--- config.mk ---
export PLATFORM = sky130hd
export DESIGN_NAME = nn_input_loader
export DESIGN_NICKNAME = d
export VERILOG_FILES = /design/src/rtl/nn_pkg.sv /design/src/rtl/nn_word_bank.sv /design/src/rtl/nn_input_loader.sv
export SDC_FILE = /design/constraint.sdc
export NUM_CORES = 1
export LEC_CHECK = 0
export ABC_AREA = 1
export BUFFER_PORTS_ARGS = -buffer_cell sky130_fd_sc_hd__buf_2
export CAP_MARGIN = 20
export CORE_MARGIN = 8
export CORE_UTILIZATION = 50
export CTS_BUF_LIST = sky130_fd_sc_hd__clkbuf_4
export DETAILED_ROUTE_END_ITERATION = 12
export PLACE_DENSITY = 0.75
export SLEW_MARGIN = 25
export SYNTH_ARGS = -nofsm -noshare
export SYNTH_HDL_FRONTEND = slang
export SYNTH_SLANG_ARGS = --single-unit
--- constraint.sdc ---
create_clock -name clk -period 5.7 [get_ports clk]
set_clock_uncertainty 0.2 [all_clocks]
set_input_delay 1.14 -clock clk [delete_from_list [all_inputs] [get_ports clk]]
set_output_delay 1.14 -clock clk [all_outputs]
set_load 0.1 [all_outputs]
--- src/rtl/nn_pkg.sv ---
// Shared constants, types and frame index boundaries for the 4-4-2 node input loader.
package nn_pkg;

    localparam int DATA_W      = 5;
    localparam int N_WORDS     = 28;
    localparam int HOLD_CYCLES = 3;
    localparam int IDX_W       = $clog2(N_WORDS);
    localparam int HOLD_W      = $clog2(HOLD_CYCLES + 1);

    // Last index of each frame section: activations, layer-1 weights, layer-2 weights.
    localparam int X_LAST  = 3;
    localparam int W1_LAST = 19;
    localparam int W2_LAST = 27;

    typedef logic [DATA_W-1:0] nn_word_t;
    typedef logic [IDX_W-1:0]  nn_idx_t;
    typedef logic [HOLD_W-1:0] nn_hold_t;

    typedef enum logic [1:0] {IDLE, LOAD, FIRE} loader_state_t;

endpackage

--- src/rtl/nn_word_bank.sv ---
// 28-entry addressed operand register file with a flat parallel read-out.
module nn_word_bank
    import nn_pkg::*;
(
    input  logic                      clk,
    input  logic                      rst,
    input  logic                      we_i,
    input  nn_idx_t                   idx_i,
    input  nn_word_t                  wdata_i,
    output logic [N_WORDS*DATA_W-1:0] bank_o
);

    nn_word_t mem_q [N_WORDS];

    // NOTE: every entry is reset because the operands drive the node directly and must read 0 after rst.
    always_ff @(posedge clk or posedge rst) begin
        if (rst) begin
            for (int i = 0; i < N_WORDS; i++) mem_q[i] <= '0;
        end else if (we_i && (int'(idx_i) < N_WORDS)) begin
            mem_q[idx_i] <= wdata_i;
        end
    end

    for (genvar g = 0; g < N_WORDS; g++) begin : g_flat
        assign bank_o[g*DATA_W +: DATA_W] = mem_q[g];
    end

endmodule

--- src/rtl/nn_input_loader.sv ---
// Serial-to-parallel operand loader for the 4-4-2 node; fires in_ready for HOLD_CYCLES per frame.
// Optional macro NN_INPUT_LOADER_WEIGHT_PERSIST_EN allows 4-word activation-only frames once weights are loaded.
module nn_input_loader
    import nn_pkg::*;
(
    input  logic     clk,
    input  logic     rst,
    input  logic     s_valid,
    input  nn_word_t s_data,
    input  logic     s_last,
    output logic     s_ready,
    output nn_word_t x0, x1, x2, x3,
    output nn_word_t w04, w05, w06, w07,
    output nn_word_t w14, w15, w16, w17,
    output nn_word_t w24, w25, w26, w27,
    output nn_word_t w34, w35, w36, w37,
    output nn_word_t w48, w58, w68, w78,
    output nn_word_t w49, w59, w69, w79,
    output logic     in_ready,
    output logic     busy,
    output logic     err_len
);

    loader_state_t state_q, state_d;
    nn_idx_t       idx_q, idx_d;
    nn_hold_t      hold_q, hold_d;
    logic          in_ready_q, in_ready_d;
    logic          busy_q, busy_d;
    logic          err_q, err_d;
    logic          xfer;
    logic          at_end;
    logic          short_ok;
    logic [N_WORDS*DATA_W-1:0] bank;

    assign s_ready = (state_q != FIRE);
    assign xfer    = s_valid && s_ready;
    assign at_end  = (idx_q == IDX_W'(W2_LAST));

`ifdef NN_INPUT_LOADER_WEIGHT_PERSIST_EN
    logic weights_loaded_q, weights_loaded_d;
    assign short_ok = weights_loaded_q && (idx_q == IDX_W'(X_LAST));

    always_ff @(posedge clk or posedge rst) begin
        if (rst) weights_loaded_q <= 1'b0;
        else     weights_loaded_q <= weights_loaded_d;
    end

    assign weights_loaded_d = weights_loaded_q || (xfer && s_last && at_end);
`else
    assign short_ok = 1'b0;
`endif

    // NOTE: every always_comb output gets a default first so no path can infer a latch.
    always_comb begin
        state_d    = state_q;
        idx_d      = idx_q;
        hold_d     = hold_q;
        in_ready_d = 1'b0;
        busy_d     = 1'b0;
        err_d      = 1'b0;
        case (state_q)
            IDLE, LOAD: begin
                if (xfer) begin
                    if (s_last && (at_end || short_ok)) begin
                        state_d    = FIRE;
                        idx_d      = '0;
                        hold_d     = HOLD_W'(HOLD_CYCLES - 1);
                        in_ready_d = 1'b1;
                        busy_d     = 1'b1;
                    end else if (s_last || at_end) begin
                        state_d = IDLE;
                        idx_d   = '0;
                        err_d   = 1'b1;
                    end else begin
                        state_d = LOAD;
                        idx_d   = idx_q + 1'b1;
                    end
                end
            end
            FIRE: begin
                if (hold_q == '0) begin
                    state_d = IDLE;
                end else begin
                    hold_d     = hold_q - 1'b1;
                    in_ready_d = 1'b1;
                    busy_d     = 1'b1;
                end
            end
            default: state_d = IDLE;
        endcase
    end

    // NOTE: sequential state uses non-blocking assignments so all flops update together at the edge.
    always_ff @(posedge clk or posedge rst) begin
        if (rst) begin
            state_q    <= IDLE;
            idx_q      <= '0;
            hold_q     <= '0;
            in_ready_q <= 1'b0;
            busy_q     <= 1'b0;
            err_q      <= 1'b0;
        end else begin
            state_q    <= state_d;
            idx_q      <= idx_d;
            hold_q     <= hold_d;
            in_ready_q <= in_ready_d;
            busy_q     <= busy_d;
            err_q      <= err_d;
        end
    end

    assign in_ready = in_ready_q;
    assign busy     = busy_q;
    assign err_len  = err_q;

    nn_word_bank u_bank (
        .clk     (clk),
        .rst     (rst),
        .we_i    (xfer),
        .idx_i   (idx_q),
        .wdata_i (s_data),
        .bank_o  (bank)
    );

    assign {w79, w69, w59, w49, w78, w68, w58, w48,
            w37, w36, w35, w34, w27, w26, w25, w24,
            w17, w16, w15, w14, w07, w06, w05, w04,
            x3,  x2,  x1,  x0} = bank;

endmodule
==> results.json, run 1 <==
{
  "status": "complete, no violations",
  "pwr_density_cell_mw_per_mm2": 474,
  "cap_violations": 0,
  "avgSynthCellArea_um2": 8.43,
  "synth_cell_types": 20,
  "cts_buffers": 17,
  "design.portCount": 153,
  "num_rows": 41,
  "ys_async_sr_fraction_pct": 100,
  "syn_area_mm2": 0.00624,
  "vias_per_cell": 4.92,
  "leakage_nw": 4.49,
  "grt_pass1_vias": 5115,
  "postCtsResizedCells": 0,
  "die_area_mm2": 0.0163,
  "hold_depth": 2,
  "synth_edf_count": 0,
  "cts.htree.levels": 4,
  "setup_viol": 0,
  "slew_viol_final": 0,
  "vias": 5296,
  "finalSetupTns_ps": 0,
  "synth-seq-area-share_pct": 60.5,
  "yosysWarnings": 0,
  "drc": 0,
  "r2r_end": "idx_q[4]",
  "grt_overflow": 0,
  "min_to": "u_bank.bank_o[121]",
  "hp-start": "u_bank.bank_o[121]",
  "crit_path_end_kind": "primary output",
  "track_usage_pct": 21.4,
  "coreArea_mm2": 0.0124,
  "rsz0062_at_grt": "false",
  "fin_crit_sh_pct": 51.3,
  "drtPass1Iterations": 5,
  "grt_antenna_before_repair": 1,
  "hold_violations": 0,
  "drive_above_1_share_pct": 21.8,
  "post-cts-setup-buffer-count": 0,
  "fin_nets": 907,
  "critPathArrivalTime_ps": 1590,
  "post-place-ws_ps": 2920,
  "hold_path.class": "reg2reg",
  "clk_pin_slew_ps": 110,
  "drtIter0Drc": 443,
  "io_buffers": 152,
  "cts.sinks": 151,
  "cts-root-buf": "clkbuf_4",
  "worstMarginPinSlew_ps": 771,
  "cts_tree": "yes",
  "wl_per_cell_um": 15.7,
  "crit_fanout": 6,
  "reg2reg_depth": 9,
  "syn_nets": 757,
  "fillCellCount": 1134,
  "place_congestion": 0.798,
  "clock_path_buffers": 2,
  "die_w_um": 128,
  "dpl_cell_area_mm2": 0.00712,
  "vdd_ir_drop_max_mv": 0.575,
  "layout_min_cycle_time_ps": 2930,
  "hpwlAfterDp_mm": 11.5,
  "worstPathRequired_ps": 4360,
  "slew_headroom_pct": 48.6,
  "holdWs_ps": 274,
  "synthCells": 741,
  "rrSetupSlack_ps": 3520,
  "start_kind": "flop",
  "insertion_delay_ps": 550,
  "clock.fmax_ghz": 0.342,
  "synth-seq-cells": 151,
  "worst_slack_ps": 2770,
  "grt_pass1_wl_mm": 27.1,
  "holdBufCountCts": 0,
  "start_util_pct": 50.3,
  "power_mw": 3.51,
  "syn_to_final_growth_pct": 18.5,
  "r2r_start": "idx_q[0]",
  "wirelength_mm": 17.0,
  "fin_area_mm2": 0.00740,
  "grt_start_max_net_pins": 110,
  "critPathKind": "reg2out",
  "fp.dieH_um": 128,
  "synth_ff_type": "dfrtp_1",
  "postRouteAntennaNets": 0
}
## critical path, stage by stage (launching register included)
cell and delay (ps):
dfrtp_1 440, nand2_2 150, buf_2 450
## Yosys cell counts (3+ instances only)
| library cell | number | share of area, % |
|---|---|---|
| dfrtp_1 | 151 | 61 |
| nand3_1 | 34 | 2.7 |
| nor2_4 | 6 | 1.1 |
| nand2_2 | 5 | 0.50 |
| clkbuf_1 | 16 | 0.96 |
| nand2_1 | 433 | 26 |
| buf_4 | 3 | 0.36 |
| nor2_1 | 29 | 1.7 |
| inv_1 | 29 | 1.7 |
| ha_1 | 7 | 1.4 |
| o21ai_0 | 15 | 1.2 |
| nor2_2 | 3 | 0.30 |
## sequential cells by signal, indices dropped and copies added (netlist names)
name	count
busy	1
err_len	1
hold_q	2
idx_q	5
state_q	2
u_bank.bank_o	140
## cells by family after synthesis
family                   Yosys count  share of synthesized area [%]
adder cells (fa/ha/maj)            7                           1.40
AND/OR/NAND/NOR                  514                           33.1
buffers and inverters             52                           3.57
AO/OA/AOI/OAI                     17                           1.42
flip-flops                       151                           60.5
## power by group
group	internal (mW)	switching (mW)
clock network	0.296	0.357
logic	0.170	1.35
registers	1.22	0.107
## how the worst max path moves through the flow
| stage | startpoint | end | slack, ps |
|---|---|---|---|
| global route | state_q[1] | s_ready | 2690 |
| global placement | rst | u_bank.bank_o[123] | 2930 |
| floorplan | rst | busy | 300 |
| detailed placement | rst | u_bank.bank_o[123] | 2920 |
| CTS | state_q[1] | s_ready | 2740 |
| finish | state_q[1] | s_ready | 2770 |
## area by class of cell
class / instances / area [um^2] / share of cell area (%)
well taps: 172 / 215 / 2.91
inverters: 30 / 120 / 1.62
diodes: 1 / 2.50 / 0.0338
clock buffers: 18 / 135 / 1.83
repair buffers: 153 / 768 / 10.4
clock inverters: 14 / 139 / 1.88
flip-flops and latches: 151 / 3780 / 51.1
multi-input cells: 538 / 2240 / 30.3
## per-stage QoR
stage                     util [%]  std cells
after global placement        57.4       1044
after CTS                     59.6       1076
after global routing          59.6       1077
final                         59.6       1077
after detailed placement      57.4       1044
after floorplan                  -        741
## routing by layer
layer  wire length, um  track usage [%]  up-vias  part of all wire [%]
li1                  -                -     2565                     -
met1              7080             26.5     2510                    42
met2              8200             34.4      194                    48
met3              1290             6.07       27                   7.6
met4               394             8.74        0                   2.3
met5                 0                0        -                     0
## layout by cell type, fill, tap and decap left out, types with 3 or more instances in the layout
cell type / count
nor2_2: 3
clkinv_2: 3
nand2_1: 433
buf_2: 152
ha_1: 7
bufinv_16: 3
clkinv_1: 7
nand3_1: 34
nand2_2: 5
nor2_4: 6
inv_1: 28
nor2_1: 29
o21ai_0: 15
dfrtp_1: 151
clkbuf_4: 18
Note: power is estimated with default switching activity, not from simulation.
==> inputs of run 2 (changes only) <==
==> constraint.sdc (replaced) <==
create_clock -name clk -period 2.7 [get_ports clk]
set_clock_uncertainty 0.2 [all_clocks]
set_input_delay 0.54 -clock clk [delete_from_list [all_inputs] [get_ports clk]]
set_output_delay 0.54 -clock clk [all_outputs]
set_load 0.1 [all_outputs]
==> run 2 against run 1 <==
- sequential share of layout area is 0.42 points lower
- power rose by 110%
- sequential power up 110%
- count of clock-buffer cells in the layout down 1
- critical path type unchanged
==> results.json, run 2 (same netlist as run 1, synthesis figures left out) <==
{
  "finalSetupTns_ps": 0,
  "worstMarginPinSlew_ps": 749,
  "holdWs_ps": 92.2,
  "fin_nets": 909,
  "hpwlAfterDp_mm": 11.7,
  "fin_cells": 1079,
  "grt_antenna_before_repair": 1,
  "place_congestion": 0.792,
  "slew_headroom_pct": 50.1,
  "design.portCount": 153,
  "drtPass1Iterations": 5,
  "hold_violations": 0,
  "drive_above_1_share_pct": 22.6,
  "drc": 0,
  "setup_viol": 0,
  "cts.sinks": 151,
  "cts-root-buf": "clkbuf_4",
  "start_util_pct": 50.3,
  "vdd_ir_drop_max_mv": 1.28,
  "power_mw": 7.53,
  "grt_overflow": 0,
  "num_rows": 41,
  "pwr_density_cell_mw_per_mm2": 1010,
  "wirelength_mm": 17.2,
  "fillCellCount": 1141,
  "wl_per_cell_um": 15.9,
  "cts.htree.levels": 4,
  "fp.dieH_um": 128,
  "syn_to_final_growth_pct": 19.5,
  "grt_start_max_net_pins": 95,
  "largest_register_ffs": 140,
  "numPlacedInstances": 1045,
  "insertion_delay_ps": 550,
  "cts_tree": "yes",
  "grt_pass1_wl_mm": 27.4,
  "rsz0062_at_grt": "false",
  "hold_path.class": "in2reg",
  "final_cell_mix": "nand2_1, buf_2, dfrtp_1",
  "final_common_cell": "nand2_1",
  "postRouteAntennaNets": 0,
  "vias": 5296,
  "leakage_nw": 4.52,
  "io_buffers": 152,
  "crit_fanout": 6,
  "clock_path_buffers": 2,
  "postLayoutCoreUtil_pct": 60.1,
  "start_kind": "flop",
  "drtIter0Drc": 462,
  "crit_path_end_kind": "primary output",
  "slew_viol_final": 0,
  "fin_crit_sh_pct": 86.6,
  "critPathKind": "reg2out",
  "vias_per_cell": 4.91,
  "cts_buffers": 17,
  "die_area_mm2": 0.0163,
  "track_usage_pct": 21.6,
  "worstPathRequired_ps": 1960,
  "status": "complete, no violations",
  "coreArea_mm2": 0.0124,
  "cap_violations": 0,
  "die_w_um": 128,
  "grt_pass1_vias": 5209,
  "layout_min_cycle_time_ps": 2340,
  "critPathArrivalTime_ps": 1600,
  "clk_pin_slew_ps": 140,
  "clock.fmax_ghz": 0.428
}
[run 2: changes by cell type in the layout (fill, tap and decap cells not counted)]
cell / change
buf_12: +1
bufinv_16: -1
clkbuf_4: -1
clkinv_1: -7
clkinv_2: -2
clkinv_8: +1
clkinvlp_4: +1
dlygate4sd3_1: +1
inv_6: +8
inv_8: +1
[run 2: timing repair]
action                    CTS  global route
hold endpoints to repair   94             0
resized for setup           0             0
hold buffers                1             0
setup buffers               0             0
[run 2: per-stage QoR]
step | area (um^2) | worst slack [ps]
finish | 7460 | 363
global route | 7460 | 275
CTS | 7460 | 307
detailed placement | 7140 | 542
global placement | 7140 | 579
floorplan | 6250 | 57.0
[run 2: routing by layer]
metal  vias to the layer above  share of wire [%]  track usage [%]
li1                       2571                  -                -
met3                        28                7.0             6.03
met4                         0                2.1             8.39
met5                         -                  0                0
met1                      2536                 44             27.4
met2                       161                 47             34.2
[run 2: path summary, 6_finish.rpt]
| path | from | to | slack, ps | depth (start not counted) |
|---|---|---|---|---|
| hold reg to reg | u_bank.bank_o[125] | u_bank.bank_o[125] | 280 | 2 |
| min in group asynchronous | rst | u_bank.bank_o[102] | 450 | 4 |
| setup reg to reg | idx_q[0] | idx_q[4] | 490 | 9 |
| hold / removal | s_valid | state_q[0] | 90 | 2 |
| max in group asynchronous | rst | u_bank.bank_o[39] | 1240 | 4 |
| setup / recovery | state_q[1] | s_ready | 360 | 2 |
[run 2: final cells by class]
| cell class | count | area [um^2] | area share [%] |
|---|---|---|---|
| well taps | 172 | 215 | 2.88 |
| repair buffers | 155 | 798 | 10.7 |
| diodes | 1 | 2.50 | 0.0335 |
| flip-flops and latches | 151 | 3780 | 50.6 |
| inverters | 30 | 116 | 1.56 |
| multi-input cells | 538 | 2240 | 30.0 |
| clock buffers | 17 | 128 | 1.71 |
| clock inverters | 15 | 181 | 2.43 |
[run 2: power by group]
group	total (mW)	internal (mW)	switching (mW)
logic	3.23	0.363	2.87
registers	2.79	2.58	0.210
clock network	1.50	0.591	0.912
[run 2: critical path, cell delays in order (launching register included)]
cell and delay (ps):
dfrtp_1 450, nand2_2 150, buf_2 450
